### config.mk
export PLATFORM = sky130hd
export DESIGN_NAME = dmem_arbiter
export DESIGN_NICKNAME = d
export VERILOG_FILES = /design/src/rtl/dmem_arbiter.sv
export SDC_FILE = /design/constraint.sdc
export NUM_CORES = 1
export LEC_CHECK = 0
export CAP_MARGIN = 5
export CORE_MARGIN = 4
export CORE_UTILIZATION = 25
export CTS_CLUSTER_SIZE = 16
export DETAILED_ROUTE_END_ITERATION = 7
export DONT_BUFFER_PORTS = 1
export HOLD_SLACK_MARGIN = 0.03
export PLACE_DENSITY_LB_ADDON = 0.15
export SYNTH_ARGS = -nofsm -noshare
export SYNTH_HDL_FRONTEND = slang
export SYNTH_SLANG_ARGS = --single-unit
### constraint.sdc
create_clock -name clk -period 2.2 [get_ports clk]
set_input_delay 0.22 -clock clk [delete_from_list [all_inputs] [get_ports clk]]
set_output_delay 0.22 -clock clk [all_outputs]
set_load 0.005 [all_outputs]
### src/rtl/dmem_arbiter.sv
// Two-port (CPU/DMA) round-robin arbiter in front of a single-port data memory.
// Optional DMEM_ARB_CLEAR_ON_RESET_EN: zero-fill the memory after reset.
module dmem_arbiter #(
   parameter int ADDR_W = 16,
   parameter int DATA_W = 16,
   parameter int DEPTH  = 128
) (
   input  logic              clk,
   input  logic              reset,
   input  logic              req0,
   input  logic              req1,
   input  logic              we0,
   input  logic              we1,
   input  logic [ADDR_W-1:0] addr0,
   input  logic [ADDR_W-1:0] addr1,
   input  logic [DATA_W-1:0] wdata0,
   input  logic [DATA_W-1:0] wdata1,
   output logic              gnt0,
   output logic              gnt1,
   output logic [DATA_W-1:0] rdata0,
   output logic [DATA_W-1:0] rdata1,
   output logic              rvalid0,
   output logic              rvalid1,
   output logic              err0,
   output logic              err1,
   output logic              busy,
   output logic              mem_we,
   output logic [ADDR_W-1:0] mem_addr,
   output logic [DATA_W-1:0] mem_wdata,
   input  logic [DATA_W-1:0] mem_rdata
);

   typedef enum logic [1:0] {
      INIT,
      IDLE,
      ACCESS
   } state_t;

   localparam logic [ADDR_W:0]   LIMIT = (ADDR_W + 1)'(DEPTH);
   localparam logic [ADDR_W-1:0] LAST  = ADDR_W'(DEPTH - 1);

`ifdef DMEM_ARB_CLEAR_ON_RESET_EN
   localparam state_t RST_STATE = INIT;
`else
   localparam state_t RST_STATE = IDLE;
`endif

   state_t state;
   state_t state_nxt;

   // prio is the port that wins when both request at once
   logic prio;
   logic win;
   logic take;
   logic in_range;

   logic              a_port;
   logic              a_we;
   logic [ADDR_W-1:0] a_addr;
   logic [DATA_W-1:0] a_wdata;
   logic [ADDR_W-1:0] cnt;

   assign take     = (state == IDLE) && (req0 || req1);
   assign win      = (req0 && req1) ? prio : req1;
   assign in_range = {1'b0, a_addr} < LIMIT;

`ifdef DMEM_ARB_CLEAR_ON_RESET_EN
   assign busy = (state == INIT);
`else
   assign busy = 1'b0;
`endif

   // state register, clear counter, winner latch and round-robin pointer
   always_ff @(posedge clk or negedge reset) begin
      if (!reset) begin
         state   <= RST_STATE;
         cnt     <= '0;
         prio    <= 1'b0;
         a_port  <= 1'b0;
         a_we    <= 1'b0;
         a_addr  <= '0;
         a_wdata <= '0;
      end else begin
         state <= state_nxt;
         if (state == INIT) begin
            cnt <= cnt + ADDR_W'(1);
         end
         if (take) begin
            a_port  <= win;
            a_we    <= win ? we1 : we0;
            a_addr  <= win ? addr1 : addr0;
            a_wdata <= win ? wdata1 : wdata0;
            prio    <= ~win;
         end
      end
   end

   // next state: INIT sweeps once, ACCESS always lasts one cycle
   always_comb begin
      state_nxt = state;
      unique case (state)
         INIT: begin
            if (cnt == LAST) begin
               state_nxt = IDLE;
            end
         end
         IDLE: begin
            if (req0 || req1) begin
               state_nxt = ACCESS;
            end
         end
         ACCESS: begin
            state_nxt = IDLE;
         end
         default: begin
            state_nxt = RST_STATE;
         end
      endcase
   end

   // grant, error and memory drive; everything forced low while in reset
   always_comb begin
      gnt0      = 1'b0;
      gnt1      = 1'b0;
      err0      = 1'b0;
      err1      = 1'b0;
      mem_we    = 1'b0;
      mem_addr  = '0;
      mem_wdata = '0;
      if (reset) begin
         unique case (state)
            INIT: begin
               mem_we   = 1'b1;
               mem_addr = cnt;
            end
            ACCESS: begin
               gnt0      = ~a_port;
               gnt1      = a_port;
               err0      = ~a_port & ~in_range;
               err1      = a_port & ~in_range;
               mem_we    = a_we & in_range;
               mem_addr  = a_addr;
               mem_wdata = a_wdata;
            end
            default: begin
            end
         endcase
      end
   end

   // load data captured at the end of ACCESS, valid pulses the cycle after
   always_ff @(posedge clk or negedge reset) begin
      if (!reset) begin
         rdata0  <= '0;
         rdata1  <= '0;
         rvalid0 <= 1'b0;
         rvalid1 <= 1'b0;
      end else begin
         rvalid0 <= 1'b0;
         rvalid1 <= 1'b0;
         if (state == ACCESS && !a_we) begin
            if (a_port) begin
               rdata1  <= in_range ? mem_rdata : '0;
               rvalid1 <= 1'b1;
            end else begin
               rdata0  <= in_range ? mem_rdata : '0;
               rvalid0 <= 1'b1;
            end
         end
      end
   end

endmodule

== After elaboration in Yosys (flattened, before gate mapping) ==
Index checks and enable logic that the tools add are counted.

* Flip-flop bits (word level): 87
* Output and inout port bits: 72
* Logic and storage cells: 59

* $add $sub $neg: 1
* Order comparisons: 1
* Eq/ne operators: 5
* Mux-type cells: 26
* Bitwise logic cells: 6
* Reduce and logical (&&, ||, !) cells: 9

{| class="wikitable"
|+ Operator list
! kind !! count
|-
| two-way mux 16 bit || 6
|-
| one-hot mux 16 bit (2 select lines) || 1
|-
| adder 16 x 1 -> 16 bit, second input constant || 1
|-
| == test 16 x 7 -> 1 bit, second input constant || 1
|-
| < comparator 16 x 8 -> 1 bit, second input constant || 1
|-
| two-way mux 1 bit || 15
|-
| AND reduction 2 bit || 3
|-
| two-way mux 2 bit || 2
|-
| != test 2 x 1 -> 1 bit, second input constant || 2
|-
| one-hot mux 2 bit (2 select lines) || 1
|-
| bitwise AND 1 bit || 3
|-
| logical AND 1 bit || 3
|-
| NOT 1 bit || 3
|-
| == test 2 x 1 -> 1 bit, second input constant || 1
|-
| == test 2 bit, second input constant || 1
|-
| zero test 2 bit || 1
|-
| one-hot mux 1 bit (2 select lines) || 1
|-
| zero test 1 bit || 1
|-
| logical OR 1 bit || 1
|}

== Longest topological paths before layout ==
* Depth in word-level cells: 5
* Mapped depth: 6
* Depth with buffers taken out: 5

== Worst setup path after synthesis ==
OpenSTA, ideal clock, no wires.

* Kind: reg-to-output
* Start: register a_addr[11]
* End: output mem_we
* Arrival: 1.552 ns
* Data required time: 1.980 ns
* Setup slack: 0.428 ns
* Cell stages (with the launch flop): 4
* Path buffers: 0
* Cell sequence: dfrtp_1 -> or4_4 -> nor4_4 -> a41o_1

* Word-level cells in the longest chain between the ends: 4

{| class="wikitable"
|+ Ends and longest elaborated chain
! item !! line !! text
|-
| start, declared || 59 || <nowiki>logic [ADDR_W-1:0] a_addr;</nowiki>
|-
| start signal, assigned || 91 || <nowiki>a_addr <= win ? addr1 : addr0;</nowiki>
|-
| < comparator 16 x 8 -> 1 bit || 65 || <nowiki>assign in_range = {1'b0, a_addr} < LIMIT;</nowiki>
|-
| bitwise AND 1 bit || 141 || <nowiki>mem_we = a_we & in_range;</nowiki>
|-
| one-hot mux 1 bit (2 select lines) || 131 || <nowiki>unique case (state)</nowiki>
|-
| two-way mux 1 bit || 130 || <nowiki>if (reset) begin</nowiki>
|-
| end, declared || 27 || <nowiki>output logic mem_we,</nowiki>
|}

Every way passes these cells.

== Worst setup path in the final report ==
Same ends and word-level chain as after synthesis.

==> flow_summary.json <==
{
  "rsz0062_at_grt": "false",
  "synth-main-ff-cell": "dfrtp_1",
  "fp-row-count": 45,
  "hold_buffers": 79,
  "ant_nets": 0,
  "drive_gt1_share_pct": 9.471,
  "end_kind": "output pin",
  "gr-total-overflow": 0,
  "wirelength_um": 12050,
  "holdWs_ns": -0.4359,
  "core_um2": 15150,
  "violations": "negative hold slack",
  "hpwl_um": 7691,
  "antenna_found_initial": 0,
  "synth_fp_nets": 455,
  "synth_top_area_share_pct": 55.95,
  "final.fill_count": 1511,
  "fin_util_pct": 34.50,
  "synth_top_area_cell": "dfrtp_1",
  "grt_max_degree": 91,
  "fp.dieArea_um2": 17430,
  "ff2ff_setup_slack_ns": 0.33,
  "vdd_ir_drop_max_mv": 0.3990,
  "synth.area.top_cells": "dfrtp_1 56%, a222oi_1 8.6%, nand2_1 5.2%",
  "via_per_inst": 4.966,
  "required_ns": 1.98,
  "cts.sinks": 87,
  "hold_path_class": "input port to asynchronous set/reset pin",
  "synth.distinct_cells": 39,
  "syn_avg_cell_area_um2": 10.45,
  "grt_usage_pct": 13.73,
  "clockBufferDepth": 2,
  "ys_ff_latch": 87,
  "async_reset_ff_share_pct": 100.0,
  "fin_crit_sh_pct": 95.45,
  "synthTopCellsByCount": "86 x dfrtp_1, 53 x nand2_1, 38 x inv_1",
  "fmax_mhz": 476.2,
  "synth_edf_count": 0,
  "cellPowerDensity_nw_per_um2": 1121,
  "grt_pass1_wl_um": 18750,
  "syn_area_um2": 3846,
  "die_w_um": 132.0,
  "cts_tree": "built",
  "hold_viol_final": 87,
  "nets": 536,
  "root_buffer": "clkbuf_16",
  "start_kind": "flop",
  "syn2layout_area_growth_pct": 35.85,
  "criticalPathCategory": "flop to output pin",
  "arrival_ns": 1.88,
  "start_util_pct": 25.39,
  "wl_per_cell_um": 18.76,
  "ff_latch_area_um2": 2178,
  "multi_input_area_um2": 1421,
  "p_leak_uw": 0.002449,
  "die_h_um": 132.0,
  "drv_slew": 0,
  "insertion_delay_ns": 0.35,
  "drt-pass1-iter-count": 6,
  "cts_inserted_buffers": 9,
  "drc_errors": 0,
  "maxCapViolCount": 0,
  "yosys_warnings": 0,
  "drtIter0Drc": 210,
  "final-setup-viol-count": 0,
  "syn-instance-count": 368,
  "io_pins": 158,
  "htreeDepth": 3,
  "yosysSeqAreaShare_pct": 56.64,
  "fin_crit_ns": 2.100,
  "outcome": "finished with violations",
  "yosysMostFrequentCell": "dfrtp_1",
  "portBuffers": 0,
  "skew_ns": 0.009837,
  "vias": 3188,
  "grt_pass1_vias": 3376,
  "diodes": 0,
  "path_max_fanout": 5,
  "tns_ns": 0,
  "clkTransAtPathRegs_ns": 0.06,
  "gp_congestion": 0.7386
}
==> sequential cells by signal (all words and copies together) (netlist names) <==
register and flops:
state 2, rdata1 16, rvalid1 1, a_wdata 16, rvalid0 1, a_port 1, a_we 1, prio 1
a_addr 16, cnt 16, rdata0 16
==> kinds of logic (layout without fill, tap and decap cells) <==
kind of cell | count (synthesis) | after routing | share of synthesized area [%]
fa+ha+maj | 1 | 1 | 0.3253
buf+inv | 64 | 150 | 6.539
compound gates | 86 | 86 | 17.40
mux | 1 | 1 | 0.2928
xor+xnor | 15 | 15 | 3.416
flops | 87 | 87 | 56.64
other cells | 1 | 1 | 0.09750
simple gates | 113 | 113 | 15.29
==> timing repair <==
| item | 4_1_cts | 5_1_grt |
|---|---|---|
| setup endpoints to repair | 20 | 0 |
| setup buffers | 2 | 0 |
| resized for setup | 1 | 0 |
| endpoints found under the hold margin | 143 | 87 |
==> layout by cell type (no fill, tap or decap), drive strengths merged, types with 6 or more instances in the layout <==
cell type / synthesis / final
dfrtp: 86 / 86
dlygate4sd3: 0 / 79
nand2: 56 / 56
inv: 38 / 38
a222oi: 33 / 33
o21ai: 33 / 33
and2: 19 / 19
buf: 2 / 17
a22o: 16 / 16
clkbuf: 24 / 12
xnor2: 8 / 8
xor2: 7 / 7
nor2: 6 / 6
nand3: 6 / 6
==> through the flow <==
step / area (um2) / hold slack (ns) / cells / power [uW] / worst slack, ns
4_1_cts: 5225 / -0.4576 / 642 / 5944 / 0.06810
2_1_floorplan: 3846 / -0.07559 / 368 / 3672 / 0.4282
3_5_place_dp: 4101 / -0.07340 / 545 / 4122 / 0.2380
5_1_grt: 5225 / -0.4683 / 642 / 6283 / 0.01216
3_3_place_gp: 4101 / -0.07331 / 545 / 4087 / 0.2850
6_report: 5225 / -0.4359 / 642 / 5859 / 0.1000
==> worst max-delay path, stage by stage (launching register included) <==
cell and delay [ns]:
dfrtp_1 0.40, or4_4 0.55, nor4_4 0.20, buf_12 0.15, a41o_1 0.23
==> area by class of cell <==
type | count | area share, %
Clock buffer | 12 | 4.717
Clock inverter | 4 | 1.341
Inverter | 38 | 2.730
Multi-Input combinational cell | 217 | 27.20
Sequential cell | 87 | 41.69
Tap cell | 188 | 4.502
Timing Repair Buffer | 96 | 17.82
==> path summary, 6_finish.rpt <==
check	start	endpoint	cells after the start
max in group asynchronous	reset	state[0]$_DFFE_PN1P_	0
setup reg to reg	a_addr[11]$_DFFE_PN0P_	rdata0[6]$_DFFE_PN0P_	6
hold / removal	reset	rdata1[8]$_DFFE_PN0P_	0
setup / recovery	a_addr[11]$_DFFE_PN0P_	mem_we	4
min in group clk	mem_rdata[1]	rdata0[1]$_DFFE_PN0P_	2
hold reg to reg	prio$_DFFE_PN0P_	prio$_DFFE_PN0P_	1
==> power by group <==
| part | total [uW] | internal, uW | switching [uW] | leakage [uW] |
|---|---|---|---|---|
| combinational | 1390 | 742 | 650 | 0.00119 |
| clock | 1640 | 1020 | 615 | 0.000157 |
| sequential | 2830 | 2260 | 574 | 0.00110 |
==> per-layer routing <==
metal | global-route usage [%] | part of all wire, %
met5 | 0 | 0
met4 | 4.259 | 1.7
met3 | 6.756 | 9.4
met2 | 22.12 | 48
met1 | 16.13 | 41
Note: power is estimated with default switching activity, not from simulation.
